### config.mk
export PLATFORM = sky130hd
export DESIGN_NAME = alu_seq
export DESIGN_NICKNAME = d
export VERILOG_FILES = /design/src/rtl/alu_seq_pkg.sv /design/src/rtl/alu_seq_mul.sv /design/src/rtl/alu_seq.sv
export SDC_FILE = /design/constraint.sdc
export NUM_CORES = 1
export LEC_CHECK = 0
export BUFFER_PORTS_ARGS = -buffer_cell sky130_fd_sc_hd__buf_4
export CAP_MARGIN = 20
export CORE_MARGIN = 1
export CORE_UTILIZATION = 56
export CTS_BUF_LIST = sky130_fd_sc_hd__clkbuf_4 sky130_fd_sc_hd__clkbuf_8
export CTS_CLUSTER_DIAMETER = 150
export DETAILED_ROUTE_END_ITERATION = 6
export GPL_ROUTABILITY_DRIVEN = 0
export PLACE_DENSITY = 0.83
export SKIP_CTS_REPAIR_TIMING = 1
export SYNTH_ARGS = -nofsm -noshare
export SYNTH_HDL_FRONTEND = slang
export SYNTH_SLANG_ARGS = --single-unit
### constraint.sdc
create_clock -name clk -period 2.4 [get_ports clk]
set_clock_uncertainty 0.15 [all_clocks]
set_input_delay 0.12 -clock clk [delete_from_list [all_inputs] [get_ports clk]]
set_output_delay 0.12 -clock clk [all_outputs]
set_load 0.1 [all_outputs]
### src/rtl/alu_seq_pkg.sv
// Shared definitions for alu_seq: opcodes, FSM states and flag-vector layout.
package alu_seq_pkg;

  // Operation codes; 13..15 are NOPs that still produce a (zero) result.
  localparam logic [3:0] OP_PASSA = 4'd0;
  localparam logic [3:0] OP_PASSB = 4'd1;
  localparam logic [3:0] OP_ADD   = 4'd2;
  localparam logic [3:0] OP_ADC   = 4'd3;
  localparam logic [3:0] OP_SUB   = 4'd4;
  localparam logic [3:0] OP_RSUB  = 4'd5;
  localparam logic [3:0] OP_AND   = 4'd6;
  localparam logic [3:0] OP_OR    = 4'd7;
  localparam logic [3:0] OP_XOR   = 4'd8;
  localparam logic [3:0] OP_SHL   = 4'd9;
  localparam logic [3:0] OP_SHR   = 4'd10;
  localparam logic [3:0] OP_ASR   = 4'd11;
  localparam logic [3:0] OP_MUL   = 4'd12;
  localparam logic [3:0] OP_NOP_FIRST = 4'd13;

  // Controller states.
  typedef enum logic [1:0] {
    ST_IDLE = 2'd0,
    ST_MUL  = 2'd1,
    ST_DONE = 2'd2
  } state_t;

  // Bit positions inside the registered flag vector.
  localparam int FLAG_C = 0;
  localparam int FLAG_Z = 1;
  localparam int FLAG_N = 2;
  localparam int FLAG_V = 3;
  localparam int NFLAGS = 4;

endpackage

### src/rtl/alu_seq_mul.sv
// Shift-add unsigned multiplier datapath: one partial-product step per cycle,
// WIDTH steps per product. Sequencing decisions are left to the parent.
module alu_seq_mul #(
  parameter int WIDTH = 8,
  parameter int CNT_W = $clog2(WIDTH) + 1
) (
  input  logic                 clk,
  input  logic                 rst_n,
  input  logic                 start,
  input  logic [WIDTH-1:0]     a,
  input  logic [WIDTH-1:0]     b,
  output logic                 done,
  output logic [2*WIDTH-1:0]   product
);

  localparam logic [CNT_W-1:0] LAST_STEP = CNT_W'(WIDTH - 1);

  logic                busy;
  logic [CNT_W-1:0]    cnt;
  logic [WIDTH-1:0]    mcand;
  logic [2*WIDTH-1:0]  prod;
  logic [WIDTH:0]      partial;
  logic [2*WIDTH-1:0]  prod_step;

  // One shift-add step: add the multiplicand into the upper half when the
  // current multiplier bit (prod[0]) is set, then shift everything right.
  // NOTE: every signal written here gets a default first, so no path leaves
  // a value unassigned and no latch is inferred.
  always_comb begin
    partial   = {1'b0, prod[2*WIDTH-1:WIDTH]};
    if (prod[0]) partial = partial + {1'b0, mcand};
    prod_step = {partial, prod[WIDTH-1:1]};
  end

  // The final step's value is presented combinationally so the parent can
  // register it on the same edge that completes the product.
  assign done    = busy && (cnt == LAST_STEP);
  assign product = prod_step;

  // Operand latch, step counter and partial-product register.
  // NOTE: sequential state uses non-blocking assignments so every register
  // samples pre-edge values regardless of statement order.
  always_ff @(posedge clk or negedge rst_n) begin
    if (!rst_n) begin
      busy  <= 1'b0;
      cnt   <= '0;
      mcand <= '0;
      prod  <= '0;
    end else if (start) begin
      busy  <= 1'b1;
      cnt   <= '0;
      mcand <= a;
      prod  <= {{WIDTH{1'b0}}, b};
    end else if (busy) begin
      prod <= prod_step;
      cnt  <= cnt + 1'b1;
      if (cnt == LAST_STEP) busy <= 1'b0;
    end
  end

endmodule

### src/rtl/alu_seq.sv
// Registered ALU with valid/ready on both sides and a multi-cycle multiply.
module alu_seq
  import alu_seq_pkg::*;
#(
  parameter int WIDTH = 8,
  parameter int CNT_W = $clog2(WIDTH) + 1
) (
  input  logic             clk,
  input  logic             rst_n,
  input  logic             in_valid,
  output logic             in_ready,
  input  logic [3:0]       op,
  input  logic [WIDTH-1:0] a,
  input  logic [WIDTH-1:0] b,
  input  logic             carry_in,
  output logic             out_valid,
  input  logic             out_ready,
  output logic [WIDTH-1:0] result,
  output logic [WIDTH-1:0] result_hi,
  output logic             flag_c,
  output logic             flag_z,
  output logic             flag_n,
  output logic             flag_v
);

  localparam int MSB = WIDTH - 1;

  state_t              state, state_next;
  logic [NFLAGS-1:0]   flags;
  logic [NFLAGS-1:0]   alu_flags, mul_flags;
  logic [WIDTH:0]      sum;
  logic [WIDTH-1:0]    alu_r;
  logic                alu_c, alu_v, alu_nop;
  logic                accept, start_mul, load_alu, mul_done;
  logic [2*WIDTH-1:0]  product;

  // Accept only in IDLE and only if the output slot is free or being drained.
  assign in_ready  = rst_n && (state == ST_IDLE) && (!out_valid || out_ready);
  assign accept    = in_valid && in_ready;
  assign start_mul = accept && (op == OP_MUL);
  assign load_alu  = accept && (op != OP_MUL);

  alu_seq_mul #(.WIDTH(WIDTH), .CNT_W(CNT_W)) u_mul (
    .clk     (clk),
    .rst_n   (rst_n),
    .start   (start_mul),
    .a       (a),
    .b       (b),
    .done    (mul_done),
    .product (product)
  );

  // Single-cycle result and flags; arithmetic runs at WIDTH+1 bits so the
  // top bit is the carry (or borrow for subtraction).
  always_comb begin
    sum     = '0;
    alu_r   = '0;
    alu_c   = 1'b0;
    alu_v   = 1'b0;
    alu_nop = 1'b0;
    case (op)
      OP_PASSA: alu_r = a;
      OP_PASSB: alu_r = b;
      OP_ADD, OP_ADC: begin
        sum   = {1'b0, a} + {1'b0, b} + {{WIDTH{1'b0}}, (op == OP_ADC) & carry_in};
        alu_r = sum[WIDTH-1:0];
        alu_c = sum[WIDTH];
        alu_v = (a[MSB] == b[MSB]) && (alu_r[MSB] != a[MSB]);
      end
      OP_SUB: begin
        sum   = {1'b0, a} - {1'b0, b};
        alu_r = sum[WIDTH-1:0];
        alu_c = sum[WIDTH];
        alu_v = (a[MSB] != b[MSB]) && (alu_r[MSB] != a[MSB]);
      end
      OP_RSUB: begin
        sum   = {1'b0, b} - {1'b0, a};
        alu_r = sum[WIDTH-1:0];
        alu_c = sum[WIDTH];
        alu_v = (a[MSB] != b[MSB]) && (alu_r[MSB] != b[MSB]);
      end
      OP_AND: alu_r = a & b;
      OP_OR:  alu_r = a | b;
      OP_XOR: alu_r = a ^ b;
      OP_SHL: begin alu_r = a << 1;                 alu_c = a[MSB]; end
      OP_SHR: begin alu_r = a >> 1;                 alu_c = a[0];   end
      OP_ASR: begin alu_r = {a[MSB], a[WIDTH-1:1]}; alu_c = a[0];   end
      OP_MUL: alu_r = '0;
      default: alu_nop = 1'b1;
    endcase
    alu_flags         = '0;
    alu_flags[FLAG_C] = alu_c;
    alu_flags[FLAG_Z] = !alu_nop && (alu_r == '0);
    alu_flags[FLAG_N] = alu_r[MSB];
    alu_flags[FLAG_V] = alu_v;
  end

  // Multiply flags: zero/negative over the full double-width product.
  always_comb begin
    mul_flags         = '0;
    mul_flags[FLAG_Z] = (product == '0);
    mul_flags[FLAG_N] = product[2*WIDTH-1];
  end

  // Controller state register.
  always_ff @(posedge clk or negedge rst_n) begin
    if (!rst_n) state <= ST_IDLE;
    else        state <= state_next;
  end

  // Next-state logic: IDLE -> MUL on a multiply, MUL -> DONE on the last
  // step, DONE -> IDLE once the consumer takes the product.
  always_comb begin
    state_next = state;
    case (state)
      ST_IDLE: if (start_mul) state_next = ST_MUL;
      ST_MUL:  if (mul_done)  state_next = ST_DONE;
      ST_DONE: if (out_ready) state_next = ST_IDLE;
      default: state_next = ST_IDLE;
    endcase
  end

  // Output registers: loaded by a single-cycle op or by the finishing
  // multiply; out_valid clears when the result is consumed with no reload.
  always_ff @(posedge clk or negedge rst_n) begin
    if (!rst_n) begin
      out_valid <= 1'b0;
      result    <= '0;
      result_hi <= '0;
      flags     <= '0;
    end else if (load_alu) begin
      out_valid <= 1'b1;
      result    <= alu_r;
      result_hi <= '0;
      flags     <= alu_flags;
    end else if (start_mul) begin
      out_valid <= 1'b0;
    end else if ((state == ST_MUL) && mul_done) begin
      out_valid <= 1'b1;
      result    <= product[WIDTH-1:0];
      result_hi <= product[2*WIDTH-1:WIDTH];
      flags     <= mul_flags;
    end else if (out_valid && out_ready) begin
      out_valid <= 1'b0;
    end
  end

  assign flag_c = flags[FLAG_C];
  assign flag_z = flags[FLAG_Z];
  assign flag_n = flags[FLAG_N];
  assign flag_v = flags[FLAG_V];

endmodule

==> metrics <==
setup ws final -0.229 ns; met1 usage roughly 42%; max-cap violations 0; Root Driver clkbuf_8; Clock Sink Count 52; Inserted Clock Buffers 5; Hold Path Stages 4; cell row count 32; Pwr Density a little over 900 nW/um^2; # IOs 47; Slew Viols, Final 0; vias in the first global route roughly 5000; HP Class in2reg; DR pass1 iterations 5; synth top area cells dfrtp_1 (28%), ha_1 (11%), o21ai_0 (5.5%), mux2i_1 (5.4%), nand2_1 (4.1%); DP Cell Count 761; R2R cell count 10; Worst VDD drop 416 uV; Initial Util approximately three fifths; hold slack 0.00641 ns; Die Width about 93 microns; Final nets roughly 740; met3 global-route usage 3.86%; GR peak layer met2; crit path kind reg2reg; post-synthesis cell area 4620 sq um; Largest stage delay, worst path approximately 0.43 ns; Die ar. roughly 8600 sq um; commonest cells after routing, fill and taps aside buf_4 (146), dfrtp_1 (51), nand2_1 (50), nor2_1 (40), ha_1 (40); Die Height between 90 and 100 microns; final hold violation count 0; final instance area 6030 sq um; P_leak about 2.8 nW; Worst-Skew Late Latency about 0.31 ns; unrepaired setup endpoints after global routing true; fraction of final layout cells sized beyond drive strength 1 between 20% and 30%; dominant cell type by area after synthesis dfrtp_1; CP Max Fanout 2; Reg2Reg Setup Slack -0.23 ns; DRC viols 0; number of inserted diodes 0; Critical-path top delay cell dfrtp_1; cells along the critical path ha_4 > fa_2 > a21o_1 > a21oi_2 > xnor2_1 > mux2i_1 > nand2_1 > nor4_4 > nand3_1 > o31ai_2; max_slew headroom 35.2%; first-pass GRT wire length about 24000 microns; clk buf depth 2; largest net degree at the start of global routing 53; area share of the largest cell type after synthesis around 28%; drt via density between 6 and 7; Detail Placement HPWL 11100 microns; via count approximately 5000; gr usage total 35.3%; CTS tree done; CTS clk-pin slew, worst paths approximately 0.090 ns; Post-synth EDFFs 0; Synth Warn # 0; outcome finished with violations; fin util 76.8%; H-tree level count 2; Worst setup SP type flop; Detail Route Antenna Nets 0; Pwr Total around 5.5 mW; Post-Syn Instances around 550; average size of a mapped cell ~8.4 sq um; Crit. End Element flop; non-filler instance count after layout 776; pre-CTS setup slack -0.762 ns; commonest non-fill, non-tap cell in the layout buf_4; fmax 380 MHz; Worst Max-Slew Pin Slew approximately 0.97 ns; critical path required time 2.47 ns; IO Port Bufs 46; Top FF cell, synth dfrtp_1; grt met2 use 61.9%; area post-placement approximately 5700 sq um; Post-synth ARST share 100%; failing checks negative setup slack; crit share post-route 110%; DRT iter0 DRCs ~440; initial antenna violation count 0; Area Growth Syn to Fin 30.5%; core box area ~7800 sq um; global route overflow 0; Worst Path Arrival about 2.7 ns; DRT Wirelength between 15000 and 20000 microns; Final Critical Period about 2.6 ns; count of cell types in the netlist 68; syn nets approximately 620; Final Setup Violations 7; Seq/Total Area, Yosys 28.2%; Seq cells post-synth 52; WL per Instance around 20 microns; TNS Setup -0.696 ns
-- Yosys cell counts, drive strengths merged, types with 8 or more instances --
master  instances
mux2i          25
o21ai          51
a22oi           8
xnor2          11
nor3           11
nand2b          9
nor2           40
dfrtp          52
nand2          51
a21oi          34
nand3          15
a211oi         10
ha             41
nor4            8
buf            15
clkbuf         21
inv            29
nor2b          10
-- layout make-up --
type | count | area, sq um
Fill cell | 518 | 1820
Clock inverter | 2 | 38.8
Clock buffer | 6 | 82.6
Tap cell | 102 | 128
Sequential cell | 52 | 1310
Inverter | 29 | 109
Multi-Input combinational cell | 436 | 3240
Timing Repair Buffer | 149 | 1130
-- final timing paths --
path                                     start        endpoint
worst max-delay path            u_mul.mcand[0]        flags[1]
worst min register to register  u_mul.mcand[2]  u_mul.mcand[2]
max in group asynchronous                rst_n       out_valid
worst max register to register  u_mul.mcand[0]        flags[1]
min in group asynchronous                rst_n  u_mul.prod[13]
worst min-delay path                      b[3]   u_mul.prod[3]
-- state kept, by name, summed over array words and instances (netlist names) --
name,count
u_mul.prod,16
result,8
flags,4
out_valid,1
u_mul.mcand,8
state,2
result_hi,8
u_mul.busy,1
u_mul.cnt,4
-- worst max-delay path, delay by kind of cell, from the launching register on --
family          cells  cell delay [ns]
flops               1             0.43
xor+xnor            1             0.09
fa+ha+maj           2             0.53
compound gates      3             0.56
mux                 1             0.18
simple gates        3             0.60
-- metal layers --
| metal | vias to the layer above | wire length (microns) |
|---|---|---|
| met2 | 326 | 7610 |
| li1 | 2251 | - |
| met1 | 2322 | 5570 |
| met5 | - | 0 |
| met3 | 89 | 1260 |
| met4 | 0 | 761 |
-- power breakdown --
part | internal (mW) | switching (mW) | total [mW]
clock network | 0.342 | 0.302 | 0.644
logic | 1.30 | 2.04 | 3.34
registers | 1.19 | 0.344 | 1.54
total | 2.83 | 2.69 | 5.52
-- kinds of logic (layout without fill, tap and decap cells) --
kind of cell	Yosys count	after routing	share of synthesized area, %
simple gates	181	181	20.2
buf+inv	65	186	5.88
fa+ha+maj	46	46	13.3
xor+xnor	15	15	2.84
flops	52	52	28.2
compound gates	166	166	23.5
mux	28	28	6.15
Power figures use the tool's default switching activity.
